<file path="src/rtl/cla_pkg.sv">
// cla_pkg: shared FSM state type, nibble width and nibble-count helper for the nibble-serial adder
package cla_pkg;
  typedef enum logic [1:0] {IDLE, RUN, DONE} state_t;
  localparam int NIBBLE_W = 4;
  function automatic int nibbles(input int width);
    return width / NIBBLE_W;
  endfunction
endpackage

</file>
<file path="src/rtl/cla_adder.sv">
// cla_adder: 4-bit carry-lookahead slice (a, b, ci in; s, co out)
module cla_adder (
  input  logic [3:0] a,
  input  logic [3:0] b,
  input  logic       ci,
  output logic [3:0] s,
  output logic       co
);
  logic [3:0] w_g, w_p;
  logic [4:0] w_c;
  assign w_g = a & b;
  assign w_p = a ^ b;
  assign w_c[0] = ci;
  assign w_c[1] = w_g[0] | (w_p[0] & ci);
  assign w_c[2] = w_g[1] | (w_p[1] & w_g[0]) | (w_p[1] & w_p[0] & ci);
  assign w_c[3] = w_g[2] | (w_p[2] & w_g[1]) | (w_p[2] & w_p[1] & w_g[0]) | (w_p[2] & w_p[1] & w_p[0] & ci);
  assign w_c[4] = w_g[3] | (w_p[3] & w_g[2]) | (w_p[3] & w_p[2] & w_g[1]) | (w_p[3] & w_p[2] & w_p[1] & w_g[0])
                | (w_p[3] & w_p[2] & w_p[1] & w_p[0] & ci);
  assign s  = w_p ^ w_c[3:0];
  assign co = w_c[4];
endmodule

</file>
<file path="src/rtl/cla_seq_adder.sv">
// cla_seq_adder: WIDTH-bit add/sub through one shared 4-bit CLA slice, one nibble per clock, valid/ready in and out
module cla_seq_adder
  import cla_pkg::*;
#(
  parameter int WIDTH = 16
) (
  input  logic             clk,
  input  logic             rst,
  input  logic             in_valid,
  output logic             in_ready,
  input  logic [WIDTH-1:0] a,
  input  logic [WIDTH-1:0] b,
  input  logic             cin,
  input  logic             sub,
  output logic             out_valid,
  input  logic             out_ready,
  output logic [WIDTH-1:0] sum,
  output logic             cout,
  output logic             ovf
);
  localparam int N  = nibbles(WIDTH);
  localparam int IW = $clog2(N);
  if (WIDTH % NIBBLE_W != 0 || WIDTH < 8) begin : g_width_check
    $error("cla_seq_adder: WIDTH must be a multiple of 4 and >= 8");
  end
  state_t                r_state;
  logic [WIDTH-1:0]      r_a, r_b, r_sum;
  logic                  r_c, r_cout, r_ovf;
  logic [IW-1:0]         r_idx;
  logic [NIBBLE_W-1:0]   w_s;
  logic                  w_co, w_last;
  assign in_ready  = r_state == IDLE;
  assign out_valid = r_state == DONE;
  assign sum       = r_sum;
  assign cout      = r_cout;
  assign ovf       = r_ovf;
  assign w_last    = r_idx == IW'(N - 1);
  cla_adder u_slice (
    .a (r_a[NIBBLE_W*r_idx +: NIBBLE_W]),
    .b (r_b[NIBBLE_W*r_idx +: NIBBLE_W]),
    .ci(r_c),
    .s (w_s),
    .co(w_co)
  );
  always_ff @(posedge clk) begin
    if (rst) begin
      r_state <= IDLE;
      r_sum   <= '0;
      r_cout  <= 1'b0;
      r_ovf   <= 1'b0;
      r_idx   <= '0;
      r_c     <= 1'b0;
    end else begin
      unique case (r_state)
        IDLE: if (in_valid) begin
          r_a     <= a;
          r_b     <= sub ? ~b : b;
          r_c     <= sub | cin;
          r_idx   <= '0;
          r_sum   <= '0;
          r_state <= RUN;
        end
        RUN: begin
          r_sum[NIBBLE_W*r_idx +: NIBBLE_W] <= w_s;
          r_c   <= w_co;
          r_idx <= w_last ? r_idx : r_idx + 1'b1;
          if (w_last) begin
            r_cout  <= w_co;
            r_ovf   <= (r_a[WIDTH-1] == r_b[WIDTH-1]) && (w_s[NIBBLE_W-1] != r_a[WIDTH-1]);
            r_state <= DONE;
          end
        end
        DONE: if (out_ready) r_state <= IDLE;
        default: r_state <= IDLE;
      endcase
    end
  end
endmodule

</file>
<file path="config.mk">
export PLATFORM = sky130hd
export DESIGN_NAME = cla_seq_adder
export DESIGN_NICKNAME = d
export VERILOG_FILES = /design/src/rtl/cla_pkg.sv /design/src/rtl/cla_adder.sv /design/src/rtl/cla_seq_adder.sv
export SDC_FILE = /design/constraint.sdc
export NUM_CORES = 1
export LEC_CHECK = 0
export CAP_MARGIN = 20
export CORE_AREA = 2 2 64 90
export CTS_CLUSTER_SIZE = 12
export DETAILED_ROUTE_END_ITERATION = 8
export DIE_AREA = 0 0 66 92
export HOLD_SLACK_MARGIN = 0.08
export PLACE_DENSITY = 0.81
export RECOVER_POWER = 25
export SYNTH_ARGS = -nofsm -noshare
export SYNTH_HDL_FRONTEND = slang
export SYNTH_SLANG_ARGS = --single-unit
</file>
<file path="constraint.sdc">
create_clock -name clk -period 3.53 [get_ports clk]
set_input_delay 0.353 -clock clk [delete_from_list [all_inputs] [get_ports clk]]
set_output_delay 0.353 -clock clk [all_outputs]
set_load 0.01 [all_outputs]
</file>
==> summary.txt <==
Run status
  • Status: finished, final reports clean

Clocking
  • CTS sink cnt: 55
  • # hold bufs at CTS: 0
  • Root buffer cell: clkbuf_8
  • Num CTS Buffers: 5
  • Post-CTS sizing: 0
  • Htree depth: 2
  • Postcts setup bufs: 0
  • CTS max path bufs: 2
  • CTS tree: done
  • Clk Latency, worst-skew pair: 310 ps
  • CTS clk-pin slew, worst paths: 100 ps

Synthesis
  • Post-Synthesis Net Count: 249
  • Seq cells post-synth: 55
  • Synth Instances: 200
  • Mapped Avg Cell Area: 12.7 um^2
  • Mapped cell area: 2550 um^2
  • EDFF count, synth: 32
  • Sequential share of the synthesized area: 55.8%
  • Ys async rst share: 0%
  • Post-synthesis cell type count: 38
  • Primary FF master, synth: edfxtp_1
  • Syn. warnings: 0

Timing
  • Fmax: 332 MHz
  • Final period util: 85.3%
  • Post-layout min period: 3010 ps
  • TNS Setup: 0 ps
  • Slew Limit Headroom: 42.0%
  • Slew Viols, Final: 0
  • Slew @ Worst Pin: 867 ps
  • Final Hold Fails: 0
  • Unrepaired setup endpoints after global routing: no
  • Clock Skew: 7.51 ps
  • Post-layout worst setup margin: 518 ps
  • Setup violators final: 0

Finish
  • Nets: 306
  • Most common cell after layout, fill and taps aside: clkdlybuf4s50_1
  • N_diodes: 0
  • Multi-input gate area: 1070 um^2
  • Final core utilization: 61.1%
  • Area grow syn2layout: 28.7%
  • Share of cells above drive strength 1: 8.91%
  • Register area: 1420 um^2
  • Design Area, Final: 3280 um^2
  • Commonest cells after routing, fill and taps aside: 34 x clkdlybuf4s50_1, 32 x edfxtp_1, 23 x dfxtp_1, 23 x dlygate4sd3_1, 18 x xor2_1
  • Filler instances: 457

Power and ir drop
  • Pwr per Cell Area: 392 nW/um^2
  • Max VDD drop: 249 uV
  • Pleak: 1.19 nW

Worst setup path
  • Reg-to-reg setup timing slack: 520 ps
  • CP arrival: 3230 ps
  • Reg2reg end: ovf
  • Critical Path End: ovf
  • Maximum fanout along the worst path: 16
  • Req. time, crit path: 3750 ps
  • Reg2reg path depth: 6
  • Crit path kind: register to register
  • CP startpoint kind: register
  • Worst r2r src: r_idx[0]
  • Element type at the critical path end: register
  • Setup crit start: r_idx[0]

Global route
  • Global-route wire length before repair: 8.22 mm
  • Largest net degree at the start of global routing: 33
  • Total global-route track usage: 18.0%
  • Grt ovf: 0
  • Number of global-route vias before repair: 1677
  • Initial antenna violation count: 0

Place
  • Dpl hpwl: 3.67 mm
  • # port buffers: 57
  • Pre-CTS setup slack: 524 ps
  • RePlAce Congestion: 0.830
  • Cell Area, Placed: 3180 um^2

Drt
  • Post-detailed-route count of antenna-violating nets: 0
  • Final wirelength: 4.84 mm
  • Vias: 1747
  • Initial DRC count: 91
  • DR vias/cell: 5.36
  • Drt drc: 0
  • Wire per inst: 14.8 um
  • Drt pass-1 iters: 4

Min path
  • Min-Delay Path Class: register to register

Floorplanning
  • I/O pin count: 58
  • Chip height: 92 um
  • DIE AREA: 6070 um^2
  • Initial Utilization: 47.5%
  • Die width: 66 um
  • FP Rows: 32
  • Core area: 5370 um^2

Job
  • MaxCap Viol Count: 0
## area by class of cell
cell class | instances | share of cell area (%)
clock buffers | 6 | 2.52
clock inverters | 2 | 0.458
multi-input cells | 130 | 32.5
flip-flops and latches | 55 | 43.4
repair buffers | 59 | 17.9
inverters | 6 | 0.687
well taps | 68 | 2.60
## synth_stat cells, drive strengths merged, types with 2 or more instances
cell / number / area, um^2
a211oi: 5 / 37.5
a21o: 6 / 45.0
a21oi: 7 / 35.0
a22oi: 10 / 75.1
and3b: 2 / 17.5
buf: 5 / 25.0
clkbuf: 4 / 15.0
dfxtp: 23 / 460
edfxtp: 32 / 961
ha: 10 / 125
inv: 6 / 22.5
mux4: 8 / 180
nand2: 13 / 48.8
nand2b: 2 / 12.5
nand3b: 3 / 22.5
nand4: 5 / 31.3
nor2: 18 / 67.6
nor2b: 2 / 12.5
o21ai: 2 / 10.0
o31ai: 3 / 22.5
xor2: 18 / 158
## state kept, by name, summed over array words and instances, names as in the netlist
name,cells
sum,16
r_a,16
cout,1
r_state,2
r_idx,2
r_c,1
r_b,16
ovf,1
## stage by stage
stage | cells | power (mW) | hold WS (ps)
2_1_floorplan | 200 | 0.858 | 452
3_3_place_gp | 318 | 0.937 | 450
3_5_place_dp | 318 | 0.945 | 450
4_1_cts | 326 | 1.30 | 464
5_1_grt | 326 | 1.35 | 482
6_report | 326 | 1.29 | 461
## cells by family (layout without fill, tap and decap cells)
| family | Yosys count | count (layout) | synth area share, % |
|---|---|---|---|
| flops | 55 | 55 | 55.8 |
| xor+xnor | 18 | 18 | 6.19 |
| compound gates | 39 | 39 | 10.8 |
| mux | 9 | 9 | 7.51 |
| simple gates | 53 | 53 | 11.5 |
| buf+inv | 15 | 73 | 2.46 |
| fa+ha+maj | 11 | 11 | 5.70 |
## how the worst min path moves through the flow
stage	depth (start not counted)	endpoint	startpoint
floorplan	0	r_a[0]	a[0]
global placement	2	sum[15]	sum[15]
detailed placement	2	sum[15]	sum[15]
CTS	2	sum[15]	sum[15]
global route	2	sum[15]	sum[15]
finish	2	sum[15]	sum[15]
## where the power goes
group	total (mW)	switching (mW)	internal [mW]	leakage [nW]
Sequential	0.725	0.0192	0.706	0.482
Combinational	0.200	0.0993	0.101	0.651
Clock	0.361	0.200	0.161	0.0517
Total	1.29	0.318	0.968	1.19
## per-layer routing
metal	vias to the layer above	GRT usage, %	wire length [um]
met5	-	0	0
met4	0	6.80	82
met3	6	3.07	198
met2	54	31.9	2750
met1	834	21.3	1810
li1	853	-	-
## worst max-delay path, stage by stage (launching register included)
cell      delay (ps)
dfxtp_1          900
mux4_2           660
ha_1             350
a211oi_1         270
o21ai_1          200
a31o_2           290
a311oi_1         260
(Power assumes the default switching activity.)
